[config.mk]
export PLATFORM = sky130hd
export DESIGN_NAME = regfile_wb_arbiter
export DESIGN_NICKNAME = d
export VERILOG_FILES = /design/src/rtl/regfile_pkg.sv /design/src/rtl/rf_scoreboard.sv /design/src/rtl/regfile_wb_arbiter.sv
export SDC_FILE = /design/constraint.sdc
export NUM_CORES = 1
export LEC_CHECK = 0
export BUFFER_PORTS_ARGS = -buffer_cell sky130_fd_sc_hd__buf_2
export CAP_MARGIN = 20
export CORE_MARGIN = 3
export CORE_UTILIZATION = 25
export DETAILED_ROUTE_END_ITERATION = 10
export GPL_TIMING_DRIVEN = 0
export PLACE_DENSITY = 0.53
export SLEW_MARGIN = 20
export SYNTH_ARGS = -nofsm -noshare
export SYNTH_HDL_FRONTEND = slang
export SYNTH_SLANG_ARGS = --single-unit
export TNS_END_PERCENT = 100
[constraint.sdc]
create_clock -name clk -period 1.45 [get_ports clk]
set_input_delay 0.2175 -clock clk [delete_from_list [all_inputs] [get_ports clk]]
set_output_delay 0.2175 -clock clk [all_outputs]
set_load 0.005 [all_outputs]
[src/rtl/regfile_pkg.sv]
// Shared constants and types for the register-file writeback arbiter.
// Optional feature macro used by the design: RF_BYPASS_EN.
package regfile_pkg;

    localparam int DATA_W = 16;
    localparam int ADDR_W = 4;
    localparam int NREG   = 1 << ADDR_W;

    // Identifies which writeback requester was granted most recently.
    typedef enum logic {
        REQ_ALU = 1'b0,
        REQ_MEM = 1'b1
    } req_t;

    typedef logic [ADDR_W-1:0] reg_idx_t;
    typedef logic [DATA_W-1:0] reg_data_t;

    // Round-robin choice between two requesters. The result is only
    // meaningful when at least one of them is valid.
    function automatic req_t rr_pick(input logic alu_valid,
                                     input logic mem_valid,
                                     input req_t last_grant);
        req_t pick;
        if (alu_valid && mem_valid) begin
            pick = (last_grant == REQ_MEM) ? REQ_ALU : REQ_MEM;
        end else if (alu_valid) begin
            pick = REQ_ALU;
        end else begin
            pick = REQ_MEM;
        end
        return pick;
    endfunction

endpackage

[src/rtl/rf_scoreboard.sv]
// Busy scoreboard: one bit per architectural register marking a pending write.
// Issue sets a bit, a committed register-file write clears it, and a set
// wins over a clear on the same register in the same cycle. R0 never goes busy.
module rf_scoreboard
    import regfile_pkg::*;
(
    input  logic              clk,
    input  logic              rst,
    input  logic              set_valid,
    input  logic [ADDR_W-1:0] set_reg,
    input  logic              clr_valid,
    input  logic [ADDR_W-1:0] clr_reg,
    input  logic [ADDR_W-1:0] src1_reg,
    input  logic [ADDR_W-1:0] src2_reg,
    output logic              src1_busy,
    output logic              src2_busy,
    output logic [NREG-1:0]   busy_vec
);

    logic [NREG-1:0] busy;
    logic [NREG-1:0] busy_next;

    // Next scoreboard value: apply the clear first so a same-register set
    // overrides it, then force R0 back to idle.
    always_comb begin
        busy_next = busy;
        if (clr_valid) begin
            busy_next[clr_reg] = 1'b0;
        end
        if (set_valid && (set_reg != '0)) begin
            busy_next[set_reg] = 1'b1;
        end
        busy_next[0] = 1'b0;
    end

    // Scoreboard register; reset empties it so no stale stalls survive.
    always_ff @(posedge clk) begin
        if (rst) begin
            busy <= '0;
        end else begin
            busy <= busy_next;
        end
    end

    assign src1_busy = (src1_reg != '0) && busy[src1_reg];
    assign src2_busy = (src2_reg != '0) && busy[src2_reg];
    assign busy_vec  = busy;

endmodule

[src/rtl/regfile_wb_arbiter.sv]
// Shares the register file's single write port between the ALU and the
// load unit with round-robin arbitration, stages the winner in a one-cycle
// writeback register, and tracks pending writes for decode stalls.
// Optional feature macro: RF_BYPASS_EN (forwards the staged write to decode).
module regfile_wb_arbiter
    import regfile_pkg::*;
(
    input  logic              clk,
    input  logic              rst,
    input  logic              alu_valid,
    output logic              alu_ready,
    input  logic [ADDR_W-1:0] alu_reg,
    input  logic [DATA_W-1:0] alu_data,
    input  logic              mem_valid,
    output logic              mem_ready,
    input  logic [ADDR_W-1:0] mem_reg,
    input  logic [DATA_W-1:0] mem_data,
    input  logic              issue_valid,
    input  logic [ADDR_W-1:0] issue_reg,
    input  logic [ADDR_W-1:0] src1_reg,
    input  logic [ADDR_W-1:0] src2_reg,
    output logic              src1_busy,
    output logic              src2_busy,
`ifdef RF_BYPASS_EN
    input  logic [DATA_W-1:0] rf_src1_data,
    input  logic [DATA_W-1:0] rf_src2_data,
    output logic [DATA_W-1:0] fwd_src1_data,
    output logic [DATA_W-1:0] fwd_src2_data,
`endif
    output logic              rf_write,
    output logic [ADDR_W-1:0] rf_dst_reg,
    output logic [DATA_W-1:0] rf_dst_data,
    output logic [NREG-1:0]   busy_vec
);

    req_t              last_grant;
    req_t              pick;
    logic              alu_grant;
    logic              mem_grant;
    logic              transfer;
    logic [ADDR_W-1:0] win_reg;
    logic [DATA_W-1:0] win_data;
    logic              sb_src1_busy;
    logic              sb_src2_busy;

    // Grant decision: nobody is granted while reset is held, otherwise the
    // round-robin pick among the valid requesters.
    always_comb begin
        alu_grant = 1'b0;
        mem_grant = 1'b0;
        pick      = rr_pick(alu_valid, mem_valid, last_grant);
        if (!rst && (alu_valid || mem_valid)) begin
            if (pick == REQ_ALU) begin
                alu_grant = 1'b1;
            end else begin
                mem_grant = 1'b1;
            end
        end
    end

    assign alu_ready = alu_grant;
    assign mem_ready = mem_grant;
    assign transfer  = alu_grant || mem_grant;

    // Payload of the granted requester, feeding the writeback register.
    always_comb begin
        win_reg  = mem_reg;
        win_data = mem_data;
        if (alu_grant) begin
            win_reg  = alu_reg;
            win_data = alu_data;
        end
    end

    // Remember the last winner; reset points at MEM so the ALU wins first.
    always_ff @(posedge clk) begin
        if (rst) begin
            last_grant <= REQ_MEM;
        end else if (alu_grant) begin
            last_grant <= REQ_ALU;
        end else if (mem_grant) begin
            last_grant <= REQ_MEM;
        end
    end

    // Writeback stage: capture the winner, suppressing the strobe for R0;
    // address and data hold when idle.
    always_ff @(posedge clk) begin
        if (rst) begin
            rf_write    <= 1'b0;
            rf_dst_reg  <= '0;
            rf_dst_data <= '0;
        end else if (transfer) begin
            rf_write    <= (win_reg != '0);
            rf_dst_reg  <= win_reg;
            rf_dst_data <= win_data;
        end else begin
            rf_write    <= 1'b0;
        end
    end

    rf_scoreboard u_scoreboard (
        .clk       (clk),
        .rst       (rst),
        .set_valid (issue_valid),
        .set_reg   (issue_reg),
        .clr_valid (rf_write),
        .clr_reg   (rf_dst_reg),
        .src1_reg  (src1_reg),
        .src2_reg  (src2_reg),
        .src1_busy (sb_src1_busy),
        .src2_busy (sb_src2_busy),
        .busy_vec  (busy_vec)
    );

`ifdef RF_BYPASS_EN
    logic hit1;
    logic hit2;

    // Forwarding: a source matching the staged write takes its data directly
    // and no longer needs to stall.
    always_comb begin
        hit1          = rf_write && (rf_dst_reg == src1_reg);
        hit2          = rf_write && (rf_dst_reg == src2_reg);
        fwd_src1_data = hit1 ? rf_dst_data : rf_src1_data;
        fwd_src2_data = hit2 ? rf_dst_data : rf_src2_data;
        src1_busy     = sb_src1_busy && !hit1;
        src2_busy     = sb_src2_busy && !hit2;
    end
`else
    assign src1_busy = sb_src1_busy;
    assign src2_busy = sb_src2_busy;
`endif

endmodule

==> summary.md <==
| Metric | Value |
|---|---|
| Power Density | 903 nW/um2 |
| Worst-skew pair later-pin latency | 290 ps |
| Clock slew at reported path FFs | 80 ps |
| Unrepaired setup endpoints after global routing | yes |
| Final instance area | 2790 um2 |
| Critical path's largest stage delay | 460 ps |
| Top cell by count, worst path | mux2i_1 |
| Critical path capture point | src2_busy |
| Final ANT Viol Nets | 0 |
| Fin Hold WS | 166 ps |
| Fill count | 790 |
| WS Path Type | reg -> out |
| Critical Path Start | u_scoreboard.busy_vec[15] |
| I/O pins | 98 |
| Core Area | 7490 um2 |
| Final #Nets | 384 |
| Die X | 95.4 um |
| Commonest cells post-synth | dfxtp_1 (37), nand2_1 (27), a21oi_1 (26) |
| Area growth syn-to-layout | 39.5% |
| Total design power | 2.52 mW |
| CTS sink cnt | 37 |
| Peak VDD IR | 0.606 mV |
| CP Max Fanout | 4 |
| Initial Util | 0.267 |
| Total iterations of the first detailed-routing run | 4 |
| CTS HTree Levels | 2 |
| WL/cell | 14.6 um |
| Top cell type's share of synthesized area | 0.370 |
| Die height | 95.4 um |
| Number of global-route vias before repair | 2041 |
| Worst setup margin | -215 ps |
| Via count | 2057 |
| CTS tree | yes |
| FMAX | 601 MHz |
| CP Capture Type | output pin |
| First-pass GRT wire length | 9.93 mm |
| Ys flop type | dfxtp_1 |
| Largest register FFs | 16 |
| Lkg Pwr | 1.23 nW |
| Tcrit/Tclk final | 1.15 |
| Min-delay src | mem_data[10] |
| Grt total ovfl | 0 |
| Flop-to-flop setup slack | 130 ps |
| Asr flop ratio synth | 0 |
| Post-Syn Area | 2000 um2 |
| Total wire length | 6.22 mm |
| Cell taking the most area after synthesis | dfxtp_1 |
| # diodes | 0 |
| Port Buffer Count | 92 |
| Crit path time final | 1660 ps |
| Failing checks | negative setup slack |
| Root buf cell | clkbuf_8 |
| Final Max Slew Viols | 0 |
| Status | finished with violations |
| Top-count cell post-synth | dfxtp_1 |
| Layout cell share with drive strength beyond 1 | 0.466 |
| DP HPWL | 4.76 mm |
| Reg area | 761 um2 |
| Syn_nets | 278 |
| DR iter-0 viols | 59 |
| Clk buf depth | 2 |
| Critical path's slowest cell | mux4_2 |
| Setup violators final | 2 |
| Worst Hold Class | in -> reg |
| Post-synth EDFFs | 0 |
| Slew headroom | 0.475 |
| Final hold violations | 0 |
| Worst EP required | 1230 ps |
| Pre-CTS setup slack | -30.9 ps |
| Vias per cell | 4.82 |
| Seq/Total Area, Yosys | 0.370 |
| Clock Skew | 6.01 ps |
| Row count | 31 |
| DIE AREA | 9110 um2 |
| Fin util | 0.373 |
| Yosys reg bits | 37 |
| Critical path startpoint category | flop |
| Reg2Reg Launch Point | last_grant |
| CP arrival | 1450 ps |
| Register-to-Register Path Depth | 6 |
| Count of cell types in the netlist | 34 |
| Pin count of the biggest net entering global routing | 12 |
| Hold-fix buffers at CTS | 0 |
| CTS Buf Count | 5 |
| Max-Cap Viols | 0 |
| DRC viols | 0 |
| Yosys warns | 0 |
| Final Wtd Congestion | 0.782 |
| Post-Syn Instances | 221 |
| Syn_area_per_cell | 9.05 um2 |
| RR Endpoint | rf_dst_data[5] |
| Antenna violations before repair | 0 |
| Top cells by area, synth | dfxtp_1 (37%), a311oi_2 (6.8%), a21oi_1 (6.5%) |
| CP cell instances | mux4_2, mux2i_1, mux2i_1, buf_2 |
| Footprint of the multi-input gates | 1140 um2 |
| Cell Area, Placed | 2580 um2 |
| Slew @ Worst Pin | 785 ps |
| GRT Overall Usage | 0.139 |
==> metrics by stage <==
stage / TNS (ps) / instances
floorplan: 0 / 221
global placement: -37.1 / 412
detailed placement: -53.8 / 412
CTS: -449 / 427
global route: -582 / 427
finish: -420 / 427
==> report_power, final <==
| group | leakage (nW) | switching [mW] | internal (mW) |
|---|---|---|---|
| clock network | 0.0585 | 0.369 | 0.561 |
| registers | 0.311 | 0.0451 | 1.07 |
| logic | 0.861 | 0.235 | 0.234 |
| total | 1.23 | 0.650 | 1.87 |
==> cell type report <==
type,count,area share
Inverter,1,0.00135
Clock buffer,7,0.0310
Buffer,16,0.0458
Clock inverter,1,0.0108
Timing Repair Buffer,99,0.184
Tap cell,99,0.0444
Sequential cell,37,0.273
Multi-Input combinational cell,167,0.410
==> logic make-up after synthesis <==
logic type	count (synthesis)	synth area share
flip-flops	37	0.370
AND/OR/NAND/NOR	75	0.182
multiplexers	18	0.131
buffers and inverters	17	0.0607
AO/OA/AOI/OAI	73	0.253
other	1	0.00188
==> worst min path at each step <==
| stage | end | depth (start not counted) | slack [ps] |
|---|---|---|---|
| global placement | rf_dst_data[11] | 3 | 470 |
| CTS | rf_dst_data[10] | 3 | 150 |
| floorplan | last_grant | 2 | 350 |
| finish | rf_dst_data[10] | 3 | 170 |
| global route | rf_dst_data[0] | 3 | 160 |
| detailed placement | rf_dst_data[10] | 3 | 470 |
==> placed cells by master, fill, tap and decap left out, types with 3 or more instances in the layout <==
cell	instances
a311oi_2	9
mux4_2	6
nor2_1	12
buf_4	10
nand2_1	26
clkbuf_8	6
dfxtp_2	13
o21ai_0	11
a21oi_1	26
clkbuf_1	3
nor2b_1	3
a32oi_1	9
dfxtp_1	23
nand2b_1	3
nand3_1	16
mux2i_1	12
buf_2	95
o21ai_1	14
buf_6	7
==> metal layers <==
| layer | wire length, um | up-vias | track usage |
|---|---|---|---|
| met5 | 0 | - | 0 |
| met4 | 48 | 0 | 0.0284 |
| met3 | 575 | 6 | 0.0442 |
| met2 | 2700 | 86 | 0.222 |
| met1 | 2900 | 933 | 0.185 |
| li1 | - | 1032 | - |
==> worst max-delay path, delay by kind of cell, from the launching register on <==
| family | cells | cell delay, ps |
|---|---|---|
| mux | 3 | 690 |
| buf+inv | 1 | 130 |
| flops | 1 | 340 |
==> repair_timing <==
item | CTS | global route
pin swaps | 1 | 1
cloned | 0 | 0
setup endpoints to repair | 4 | 4
gates resized for setup | 21 | 2
setup buffers | 7 | 0
Power figures use the tool's default switching activity.
